[config.mk]
export PLATFORM = sky130hd
export DESIGN_NAME = alu_issue_stage
export DESIGN_NICKNAME = d
export VERILOG_FILES = /design/src/rtl/alu_issue_stage.sv
export SDC_FILE = /design/constraint.sdc
export NUM_CORES = 1
export LEC_CHECK = 0
export ABC_AREA = 0
export BUFFER_PORTS_ARGS = -buffer_cell sky130_fd_sc_hd__buf_2
export CAP_MARGIN = 25
export CORE_MARGIN = 2
export CORE_UTILIZATION = 50
export CTS_BUF_LIST = sky130_fd_sc_hd__clkbuf_4 sky130_fd_sc_hd__clkbuf_8
export DETAILED_ROUTE_END_ITERATION = 10
export GPL_TIMING_DRIVEN = 0
export PLACE_DENSITY = 0.84
export SETUP_SLACK_MARGIN = 0.4
export SYNTH_ARGS = -nofsm -noshare
export SYNTH_HDL_FRONTEND = slang
export SYNTH_SLANG_ARGS = --single-unit
[constraint.sdc]
create_clock -name clk -period 13.8 [get_ports clk]
set_clock_uncertainty 0.05 [all_clocks]
set_input_delay 2.76 -clock clk [delete_from_list [all_inputs] [get_ports clk]]
set_output_delay 2.76 -clock clk [all_outputs]
set_load 0.01 [all_outputs]
[src/rtl/alu_issue_stage.sv]
// RV32I decode/issue stage feeding the ALU operation stream.
// Decoded ops pass through a main+skid elastic buffer with valid/ready on both sides.
module alu_issue_stage #(
    parameter int XLEN = 32
) (
    input  logic            clk,
    input  logic            reset,
    input  logic            flush,
    input  logic            in_valid,
    output logic            in_ready,
    input  logic [31:0]     in_instr,
    input  logic [XLEN-1:0] in_pc,
    input  logic [XLEN-1:0] in_rs1_data,
    input  logic [XLEN-1:0] in_rs2_data,
    output logic            out_valid,
    input  logic            out_ready,
    output logic [3:0]      out_alu_control,
    output logic [XLEN-1:0] out_src_a,
    output logic [XLEN-1:0] out_src_b,
    output logic [4:0]      out_rd,
    output logic            out_reg_write,
    output logic            out_is_branch,
    output logic [2:0]      out_branch_funct3,
    output logic            out_illegal
);

    typedef struct packed {
        logic [3:0]      alu_control;
        logic [XLEN-1:0] src_a;
        logic [XLEN-1:0] src_b;
        logic [4:0]      rd;
        logic            reg_write;
        logic            is_branch;
        logic [2:0]      br_funct3;
        logic            illegal;
    } op_t;

    localparam logic [3:0] ALU_ADD  = 4'b0000;
    localparam logic [3:0] ALU_SUB  = 4'b1000;
    localparam logic [3:0] ALU_SLT  = 4'b0010;
    localparam logic [3:0] ALU_SLTU = 4'b0011;

    logic [6:0]      opcode;
    logic [2:0]      funct3;
    logic [XLEN-1:0] imm_i;
    logic [XLEN-1:0] imm_s;
    logic [XLEN-1:0] imm_u;
    logic [XLEN-1:0] shamt;
    logic            is_op;
    logic            is_opi;
    logic            is_load;
    logic            is_store;
    logic            is_br;
    logic            is_lui;
    logic            is_auipc;
    logic            is_jump;
    op_t             dec;

    assign opcode   = in_instr[6:0];
    assign funct3   = in_instr[14:12];
    assign imm_i    = {{(XLEN-12){in_instr[31]}}, in_instr[31:20]};
    assign imm_s    = {{(XLEN-12){in_instr[31]}}, in_instr[31:25],
                       in_instr[11:7]};
    assign imm_u    = {{(XLEN-31){in_instr[31]}}, in_instr[30:12], 12'b0};
    assign shamt    = {{(XLEN-5){1'b0}}, in_instr[24:20]};

    assign is_op    = (opcode == 7'b0110011);
    assign is_opi   = (opcode == 7'b0010011);
    assign is_load  = (opcode == 7'b0000011);
    assign is_store = (opcode == 7'b0100011);
    assign is_br    = (opcode == 7'b1100011);
    assign is_lui   = (opcode == 7'b0110111);
    assign is_auipc = (opcode == 7'b0010111);
    assign is_jump  = (opcode == 7'b1101111) || (opcode == 7'b1100111);

    always_comb begin
        dec             = '0;
        dec.rd          = in_instr[11:7];
        dec.alu_control = ALU_ADD;
        unique case (1'b1)
            is_op: begin
                dec.alu_control = {in_instr[30], funct3};
                dec.src_a       = in_rs1_data;
                dec.src_b       = in_rs2_data;
                dec.reg_write   = 1'b1;
            end
            is_opi: begin
                dec.alu_control = {(funct3 == 3'b101) & in_instr[30], funct3};
                dec.src_a       = in_rs1_data;
                dec.src_b       = (funct3[1:0] == 2'b01) ? shamt : imm_i;
                dec.reg_write   = 1'b1;
            end
            is_load: begin
                dec.src_a     = in_rs1_data;
                dec.src_b     = imm_i;
                dec.reg_write = 1'b1;
            end
            is_store: begin
                dec.src_a = in_rs1_data;
                dec.src_b = imm_s;
            end
            is_br: begin
                // funct3 010/011 are not branch encodings in RV32I
                if (funct3[2:1] == 2'b01) begin
                    dec.illegal = 1'b1;
                end else begin
                    dec.alu_control = !funct3[2] ? ALU_SUB :
                                      (funct3[1] ? ALU_SLTU : ALU_SLT);
                    dec.src_a       = in_rs1_data;
                    dec.src_b       = in_rs2_data;
                    dec.is_branch   = 1'b1;
                    dec.br_funct3   = funct3;
                end
            end
            is_lui: begin
                dec.src_b     = imm_u;
                dec.reg_write = 1'b1;
            end
            is_auipc: begin
                dec.src_a     = in_pc;
                dec.src_b     = imm_u;
                dec.reg_write = 1'b1;
            end
            is_jump: begin
                dec.src_a     = in_pc;
                dec.src_b     = XLEN'(4);
                dec.reg_write = 1'b1;
            end
            default: begin
                dec.illegal = 1'b1;
            end
        endcase
        if (dec.rd == 5'd0) dec.reg_write = 1'b0;
    end

    op_t  main_q, main_d;
    op_t  skid_q, skid_d;
    logic main_vld_q, main_vld_d;
    logic skid_vld_q, skid_vld_d;
    logic in_fire;
    logic out_fire;

    assign in_ready = !skid_vld_q;
    assign in_fire  = in_valid && in_ready && !flush;
    assign out_fire = main_vld_q && out_ready;

    always_comb begin
        main_d     = main_q;
        main_vld_d = main_vld_q;
        skid_d     = skid_q;
        skid_vld_d = skid_vld_q;
        if (flush) begin
            main_vld_d = 1'b0;
            skid_vld_d = 1'b0;
        end else if (!main_vld_q || out_fire) begin
            // skid is only occupied while in_ready is low, so no new op here
            if (skid_vld_q) begin
                main_d     = skid_q;
                main_vld_d = 1'b1;
                skid_vld_d = 1'b0;
            end else begin
                main_vld_d = in_fire;
                if (in_fire) main_d = dec;
            end
        end else if (in_fire) begin
            skid_d     = dec;
            skid_vld_d = 1'b1;
        end
    end

    always_ff @(posedge clk or posedge reset) begin
        if (reset) begin
            main_q     <= '0;
            skid_q     <= '0;
            main_vld_q <= 1'b0;
            skid_vld_q <= 1'b0;
        end else begin
            main_q     <= main_d;
            skid_q     <= skid_d;
            main_vld_q <= main_vld_d;
            skid_vld_q <= skid_vld_d;
        end
    end

    assign out_valid         = main_vld_q;
    assign out_alu_control   = main_q.alu_control;
    assign out_src_a         = main_q.src_a;
    assign out_src_b         = main_q.src_b;
    assign out_rd            = main_q.rd;
    assign out_reg_write     = main_q.reg_write;
    assign out_is_branch     = main_q.is_branch;
    assign out_branch_funct3 = main_q.br_funct3;
    assign out_illegal       = main_q.illegal;

endmodule
==> impl_metrics.yaml, run 1 <==
timing:
  fin_crit_sh_pct: 36.22
  hold_viol: 0
  tightest_slew_ns: 0.7523
  rsz0062_at_grt: "no"
  maxSlewViolCount: 0
  fmax_ghz: 0.2001
  hold_slack_ns: 0.4283
  final.setup.worst_slack_ns: 8.802
  setup_viol: 0
  max_slew_margin_pct: 49.85
  period_needed_ns: 4.998
  finalSetupTns_ns: 0
hold_path:
  hold_end: "out_rd[3]$_DFFE_PP0P_"
  min_path_type: "flip-flop to flip-flop"
  min-delay-start: "out_rd[3]$_DFFE_PP0P_"
  worstHoldPathCells: 2
setup_path:
  critPathRequiredTime_ns: 10.99
  crit_path_end_kind: "output port"
  critPathLaunchType: "flip-flop"
  timing.rr.start: "out_valid$_DFFE_PP0N_"
  reg2reg_to: "out_src_b[12]$_DFFE_PP0P_"
  cp_max_fo: 10
  rr_worst_depth: 6
  r2r_slack_ns: 11.66
  cp.arrival_ns: 2.19
  crit_type: "flip-flop to output port"
synthesis:
  yosysSeqAreaShare_pct: 55.33
  syn-num-nets: 900
  synth_top_area_share_pct: 55.33
  synth_top_cell_by_area: "dfrtp_1"
  syn_inst: 767
  ys_types: 40
  synth-seq-cells: 160
  synth_area_per_cell_um2: 9.434
  synth.cell_area_mm2: 0.007236
  ys_async_sr_fraction_pct: 100.0
  synth_flop_cell: "dfrtp_1"
  synth-edff-count: 0
  yosys_warnings: 0
  yosys-top-cells-area: "dfrtp_1, a21oi_1, o21ai_0"
layout:
  nets: 1131
  final_layout_size_suffix_gt1_share_pct: 27.89
  final_common_cell: "buf_2"
  fin_util_pct: 63.88
  area_delta_synth_final_pct: 23.50
  final_cell_mix: "buf_2, dfrtp_1, a21oi_1, o21ai_0, nand2_1"
power:
  combPwrFrac_pct: 17.1
  power.switching_uw: 325.2
  seqPwrFrac_pct: 51.6
  peakVddDrop_v: 0.00007806
  switching_share_pct: 30.28
  power_density_mw_per_mm2: 120.2
  p_leak_nw: 4.013
  internal_power_uw: 748.8
  pwr-share-clk_pct: 31.2
  total_power_mw: 1.074
route:
  viasPerCell: 5.822
  ant_nets: 0
  wirelength_um: 21680
  drcViolationCount: 0
  drt_iter0_drc: 694
  first_pass_iters: 6
  num_vias: 6946
  drt-wirelength-per-cell_um: 18.18
floorplanning:
  core-area_mm2: 0.01399
  die_h_um: 124.3
  die_w_um: 124.3
  fp-row-count: 43
  pin_count: 214
  initial_utilization_pct: 51.73
  dieArea_mm2: 0.01545
clocking:
  cts_setup_buffers: 0
  insertion_delay_ns: 0.47
  cts_buffers: 17
  htreeDepth: 4
  clock-root-buffer: "clkbuf_8"
  postCtsHoldBufs: 0
  cts_tree: "yes"
  clk_pin_slew_ns: 0.08
  cts-resized-gates: 0
  clockBufferDepth: 2
  cts.sinks: 160
job:
  cap_violations: 0
place:
  portBuffers: 211
  hpwl_um: 15640
  dp_slack_ns: 9.224
  gp_congestion: 0.9308
grt:
  grt_pass1_wl_um: 34470
  grt_pass1_vias: 6824
  grt_antenna_before_repair: 2
  grt_max_degree: 82
  grt_remaining_overflow: 0
  grt_util_all_layers_pct: 28.10
run_status:
  status: "finished, final reports clean"
==> routing by layer <==
layer / global-route usage (%) / up-vias / share of wire, %
met2: 44.01 / 281 / 48
met3: 6.143 / 57 / 7.2
met4: 12.56 / 0 / 3.2
met5: 0 / - / 0
li1: - / 3234 / -
met1: 37.80 / 3374 / 42
==> sequential cells by signal, summed over array words and instances (netlist names) <==
| name | cells |
|---|---|
| out_src_b | 32 |
| out_is_branch | 1 |
| skid_vld_q | 1 |
| out_reg_write | 1 |
| out_alu_control | 4 |
| out_src_a | 32 |
| out_illegal | 1 |
| out_rd | 5 |
| out_valid | 1 |
| out_branch_funct3 | 3 |
| skid_q | 79 |
==> worst max-delay path by stage <==
stage                                       from  depth (start not counted)                             end  slack, ns
after floorplan                            reset                          1  out_alu_control[0]$_DFFE_PP0P_       6.67
after global placement                     reset                          2          skid_q[34]$_DFFE_PP0P_       5.00
after detailed placement             in_instr[5]                          9        out_src_a[2]$_DFFE_PP0P_       9.22
after CTS                 skid_vld_q$_DFFE_PP0P_                          4                        in_ready       8.79
after global routing      skid_vld_q$_DFFE_PP0P_                          4                        in_ready       8.66
final                     skid_vld_q$_DFFE_PP0P_                          4                        in_ready       8.80
==> layout make-up <==
| class | instances | area, µm² |
|---|---|---|
| clock buffer | 18 | 247.7 |
| tap | 180 | 225.2 |
| fill | 1204 | 5052 |
| clock inverter | 14 | 133.9 |
| inverter | 6 | 27.53 |
| sequential | 160 | 4004 |
| timing repair buffer | 212 | 1084 |
| antenna | 2 | 5.005 |
| multi-input combinational | 535 | 2903 |
| buffer | 66 | 306.5 |
==> cell usage after synthesis, drive strengths merged (2+ instances only) <==
| library cell | count |
|---|---|
| nand4 | 2 |
| o22ai | 7 |
| clkbuf | 39 |
| nor3 | 4 |
| nand3 | 5 |
| nand2b | 4 |
| or3 | 58 |
| o31ai | 2 |
| inv | 6 |
| nor2 | 35 |
| dfrtp | 160 |
| a21oi | 100 |
| and3 | 5 |
| nor2b | 5 |
| a211oi | 2 |
| buf | 27 |
| mux2i | 6 |
| o21ai | 131 |
| nand2 | 94 |
| a22oi | 64 |
==> power groups by stage <==
stage / Sequential (mW) / Combinational [mW] / Clock (mW)
2_1_floorplan: 0.576 / 0.0799 / 0
3_3_place_gp: 0.561 / 0.177 / 0
4_1_cts: 0.554 / 0.185 / 0.338
6_report: 0.555 / 0.184 / 0.335
3_5_place_dp: 0.563 / 0.184 / 0
5_1_grt: 0.562 / 0.203 / 0.357
==> worst max-delay path: stages, from the launching register on <==
cell	delay, ns
dfrtp_1	0.43
inv_1	0.21
clkbuf_1	0.39
clkbuf_1	0.46
buf_2	0.23
==> cell families (layout without fill, tap and decap cells) <==
family / count (synthesis) / after routing / synth area share (%)
compound gates: 311 / 311 / 24.52
buf+inv: 72 / 316 / 4.548
flops: 160 / 160 / 55.33
mux: 6 / 6 / 0.8301
other cells: 0 / 2 / 0
simple gates: 218 / 218 / 14.77
==> per-stage QoR <==
| step | instances | cell area [µm²] |
|---|---|---|
| 6_report | 1193 | 8936 |
| 2_1_floorplan | 767 | 7236 |
| 3_5_place_dp | 1159 | 8549 |
| 3_3_place_gp | 1158 | 8517 |
| 4_1_cts | 1191 | 8931 |
| 5_1_grt | 1193 | 8936 |
No activity file was read; power rests on OpenSTA's default activity.
==> run 2: changes to the inputs <==
Settings changed: CORE_UTILIZATION 50 to 48.
Clock period 13.8 ns to 4.5 ns, I/O delays scaled along.
==> impl_metrics.yaml, run 2 (synthesis results as in run 1) <==
route:
  wirelength_um: 22190
  drt-wirelength-per-cell_um: 18.52
  num_vias: 6984
  ant_nets: 0
  drcViolationCount: 0
  first_pass_iters: 5
  drt_iter0_drc: 776
  viasPerCell: 5.830
setup_path:
  critPathRequiredTime_ns: 3.55
  crit_top_cell: "clkbuf_1"
  cp.arrival_ns: 2.18
  crit_path_end_kind: "output port"
  cpMaxStageDelayCell: "clkbuf_1"
  crit_type: "flip-flop to output port"
  cp_num_buf_inv: 4
  cp-startpoint: "skid_vld_q$_DFFE_PP0P_"
  cp_top_family: "buffers and inverters"
  critPathLaunchType: "flip-flop"
  timing.rr.start: "out_valid$_DFFE_PP0N_"
  r2r_slack_ns: 2.24
  cp_cell_sequence: "inv_1 -> clkbuf_1 -> clkbuf_1 -> buf_2"
  cp_max_fo: 10
  crit_path_max_incr_delay_ns: 0.44
grt:
  grt_pass1_vias: 6865
  grt_antenna_before_repair: 0
  grt_util_all_layers_pct: 27.75
  grt_pass1_wl_um: 34900
  grt_remaining_overflow: 0
  grt_max_degree: 43
place:
  gp_congestion: 0.8793
  hpwl_um: 16170
  portBuffers: 211
floorplanning:
  dieArea_mm2: 0.01607
  pin_count: 214
  core-area_mm2: 0.01464
  initial_utilization_pct: 49.41
  die_h_um: 126.8
  die_w_um: 126.8
  fp-row-count: 44
clocking:
  cts_tree: "yes"
  clk_pin_slew_ns: 0.08
  htreeDepth: 4
  postCtsHoldBufs: 0
  insertion_delay_ns: 0.45
  clockBufferDepth: 2
  cts_buffers: 17
  cts-resized-gates: 0
  clock-root-buffer: "clkbuf_8"
  cts_setup_buffers: 0
  cts.sinks: 160
timing:
  hold_slack_ns: 0.4135
  tightest_slew_ns: 0.5919
  finalSetupTns_ns: 0
  rsz0062_at_grt: "no"
  fin_crit_sh_pct: 69.59
  fmax_ghz: 0.3193
  setup_viol: 0
  max_slew_margin_pct: 60.54
  period_needed_ns: 3.131
  maxSlewViolCount: 0
  hold_viol: 0
layout:
  nets: 1134
  regMostFlops: "skid_q"
  multi_input_area_mm2: 0.002903
  antennaDiodeCount: 0
  final_cell_mix: "buf_2, dfrtp_1, a21oi_1, o21ai_0, nand2_1"
  final_common_cell: "buf_2"
  area_delta_synth_final_pct: 24.26
  fillers: 1303
  final_layout_size_suffix_gt1_share_pct: 28.11
  seqCellArea_mm2: 0.004004
  largest_reg_flops: 79
power:
  peakVddDrop_v: 0.0001817
  power_density_mw_per_mm2: 370.0
  p_leak_nw: 4.047
run_status:
  status: "finished, final reports clean"
hold_path:
  min_path_type: "primary input to asynchronous set/reset pin"
job:
  cap_violations: 0
-- run 2: worst paths after layout --
check                                                         to  cells after the start
worst max-delay path                                    in_ready                      4
worst min-delay path            out_branch_funct3[2]$_DFFE_PP0P_                      2
worst max register to register         out_src_b[17]$_DFFE_PP0P_                      6
worst min register to register             out_rd[2]$_DFFE_PP0P_                      2
max in group asynchronous               out_src_a[2]$_DFFE_PP0P_                      4
min in group clk                           out_rd[2]$_DFFE_PP0P_                      2
-- run 2: area by class of cell --
cell class,instances,area share (%)
inverter,6,0.2922
multi-input combinational,535,32.28
buffer,66,3.409
sequential,160,44.53
clock inverter,11,1.280
tap,184,2.561
timing repair buffer,215,12.64
clock buffer,21,3.006
-- run 2: report_power, final --
group          switching (mW)  internal [mW]  total (mW)  leakage (nW)
clock network           0.527          0.520        1.05         0.192
logic                   0.344          0.231       0.575          1.81
registers              0.0917           1.61        1.70          2.04
-- run 2: routing by layer --
metal	track usage [%]	up-vias	part of all wire (%)
met1	37.71	3374	42
li1	-	3225	-
met5	0	-	0
met2	43.72	313	47
met3	4.175	72	6.5
met4	14.09	0	4.4
-- run 2: through the flow --
step	instances	area (µm²)	util (%)	worst slack, ns	total power [mW]
floorplan	767	7239	-	1.521	2.012
CTS	1198	8991	61.40	1.423	3.328
finish	1198	8991	61.40	1.369	3.327
detailed placement	1166	8606	58.77	1.750	2.299
global placement	1162	8526	58.22	0.5769	2.266
global route	1198	8991	61.40	1.262	3.469
==> run 3: changes to the inputs <==
Settings changed: CORE_UTILIZATION 48 to 50.
Clock period 4.5 ns to 3 ns, I/O delays scaled along.
==> impl_metrics.yaml, run 3 (synthesis results as in run 1) <==
run_status:
  status: "finished, final reports clean"
timing:
  maxSlewViolCount: 0
  fin_crit_sh_pct: 83.09
  period_needed_ns: 2.493
  final.setup.worst_slack_ns: 0.5072
  setup_viol: 0
  max_slew_margin_pct: 60.79
  tightest_slew_ns: 0.5881
  hold_viol: 0
  rsz0062_at_grt: "no"
  fmax_ghz: 0.4012
layout:
  fillers: 1222
  nets: 1134
  stdcell_count: 1194
  area_delta_synth_final_pct: 24.69
  antennaDiodeCount: 0
  final_common_cell: "buf_2"
  regMostFlops: "skid_q"
  final_layout_size_suffix_gt1_share_pct: 28.30
  final_cell_mix: "buf_2, dfrtp_1, a21oi_1, o21ai_0, nand2_1"
  largest_reg_flops: 79
floorplanning:
  die_w_um: 124.3
  die_h_um: 124.3
  fp-row-count: 43
  pin_count: 214
  dieArea_mm2: 0.01545
  core-area_mm2: 0.01399
  initial_utilization_pct: 51.73
route:
  num_vias: 6923
  dr.max_layer_used: "met4"
  drt-wirelength-per-cell_um: 18.24
  wl_met3_um: 1417
  met1_length_um: 9204
  drt_iter0_drc: 471
  ant_nets: 0
  viasPerCell: 5.798
  wl_met2_um: 10500
  first_pass_iters: 5
  drcViolationCount: 0
  wirelength_um: 21780
place:
  gp_congestion: 0.8871
  hpwl_um: 15810
  dp_slack_ns: 0.5451
  dpl.cell_count: 1162
  portBuffers: 211
clocking:
  clockBufferDepth: 2
  cts_buffers: 17
  cts_tree: "yes"
  insertion_delay_ns: 0.46
  cts_setup_buffers: 0
  cts-resized-gates: 2
  cts.sinks: 160
  htreeDepth: 4
  postCtsHoldBufs: 0
  clock-root-buffer: "clkbuf_8"
  clk_pin_slew_ns: 0.08
grt:
  grt_pass1_vias: 6837
  grt_util_all_layers_pct: 28.58
  grt_max_degree: 44
  grt_antenna_before_repair: 0
  grt_remaining_overflow: 0
  grt_pass1_wl_um: 35310
job:
  cap_violations: 0
setup_path:
  cp.arrival_ns: 1.84
  r2r_slack_ns: 0.86
  cp_max_fo: 10
  crit_type: "flip-flop to output port"
  cp_cell_sequence: "inv_1 -> clkbuf_2 -> clkbuf_2 -> buf_2"
  crit_path_end_kind: "output port"
  crit_path_max_incr_delay_ns: 0.43
  critPathLaunchType: "flip-flop"
  crit_top_cell: "clkbuf_2"
  critPathRequiredTime_ns: 2.35
  cpMaxStageDelayCell: "dfrtp_1"
power:
  power_density_mw_per_mm2: 563.2
  total_power_mw: 5.081
  peakVddDrop_v: 0.0003344
  p_leak_nw: 4.079
hold_path:
  min_path_type: "primary input to asynchronous set/reset pin"
run 3: cell count changes in the layout (fill, tap and decap cells not counted), sizes merged:
cell      change
clkinvlp      -3
clkinv        +2
bufinv        +1
run 3: final cells by class:
cell class                      instances  area [µm²]  area share [%]
Tap cell                              180       225.2           2.496
Multi-Input combinational cell        535        2903           32.17
Sequential cell                       160        4004           44.38
Buffer                                 66       309.0           3.425
Timing Repair Buffer                  215        1136           12.59
Clock buffer                           21       282.8           3.134
Clock inverter                         11       136.4           1.512
Inverter                                6       26.28          0.2912
run 3: final timing paths:
kind	end	cells after the start	start
worst max-delay path	in_ready	4	skid_vld_q$_DFFE_PP0P_
worst min-delay path	out_src_a[23]$_DFFE_PP0P_	2	reset
worst max register to register	out_src_b[13]$_DFFE_PP0P_	6	out_valid$_DFFE_PP0N_
worst min register to register	skid_q[13]$_DFFE_PP0P_	2	skid_q[13]$_DFFE_PP0P_
max in group asynchronous	out_src_b[19]$_DFFE_PP0P_	4	reset
min in group clk	out_valid$_DFFE_PP0N_	2	flush
run 3: critical path, delay by kind of cell (launching register included):
kind,cells,cell delay (ns)
buffers and inverters,4,0.94
DFF,1,0.43
run 3: per-stage QoR:
stage | utilization (%) | area [µm²] | hold slack, ns | TNS (ns)
2_1_floorplan | - | 7239 | 0.3923 | 0
3_3_place_gp | 60.91 | 8521 | 0.4033 | -98.06
3_5_place_dp | 61.48 | 8601 | 0.4129 | 0
4_1_cts | 64.50 | 9022 | 0.05916 | 0
5_1_grt | 64.50 | 9022 | 0.07994 | 0
6_report | 64.50 | 9022 | 0.07368 | 0
run 3: routing by layer:
metal | GRT usage, % | vias to the layer above
li1 | - | 3220
met1 | 39.36 | 3366
met4 | 11.63 | 0
met5 | 0 | -
met3 | 5.155 | 50
met2 | 45.10 | 287
run 3: power breakdown:
group	internal, mW	switching [mW]
clock	0.890	0.784
sequential	2.42	0.132
combinational	0.346	0.508
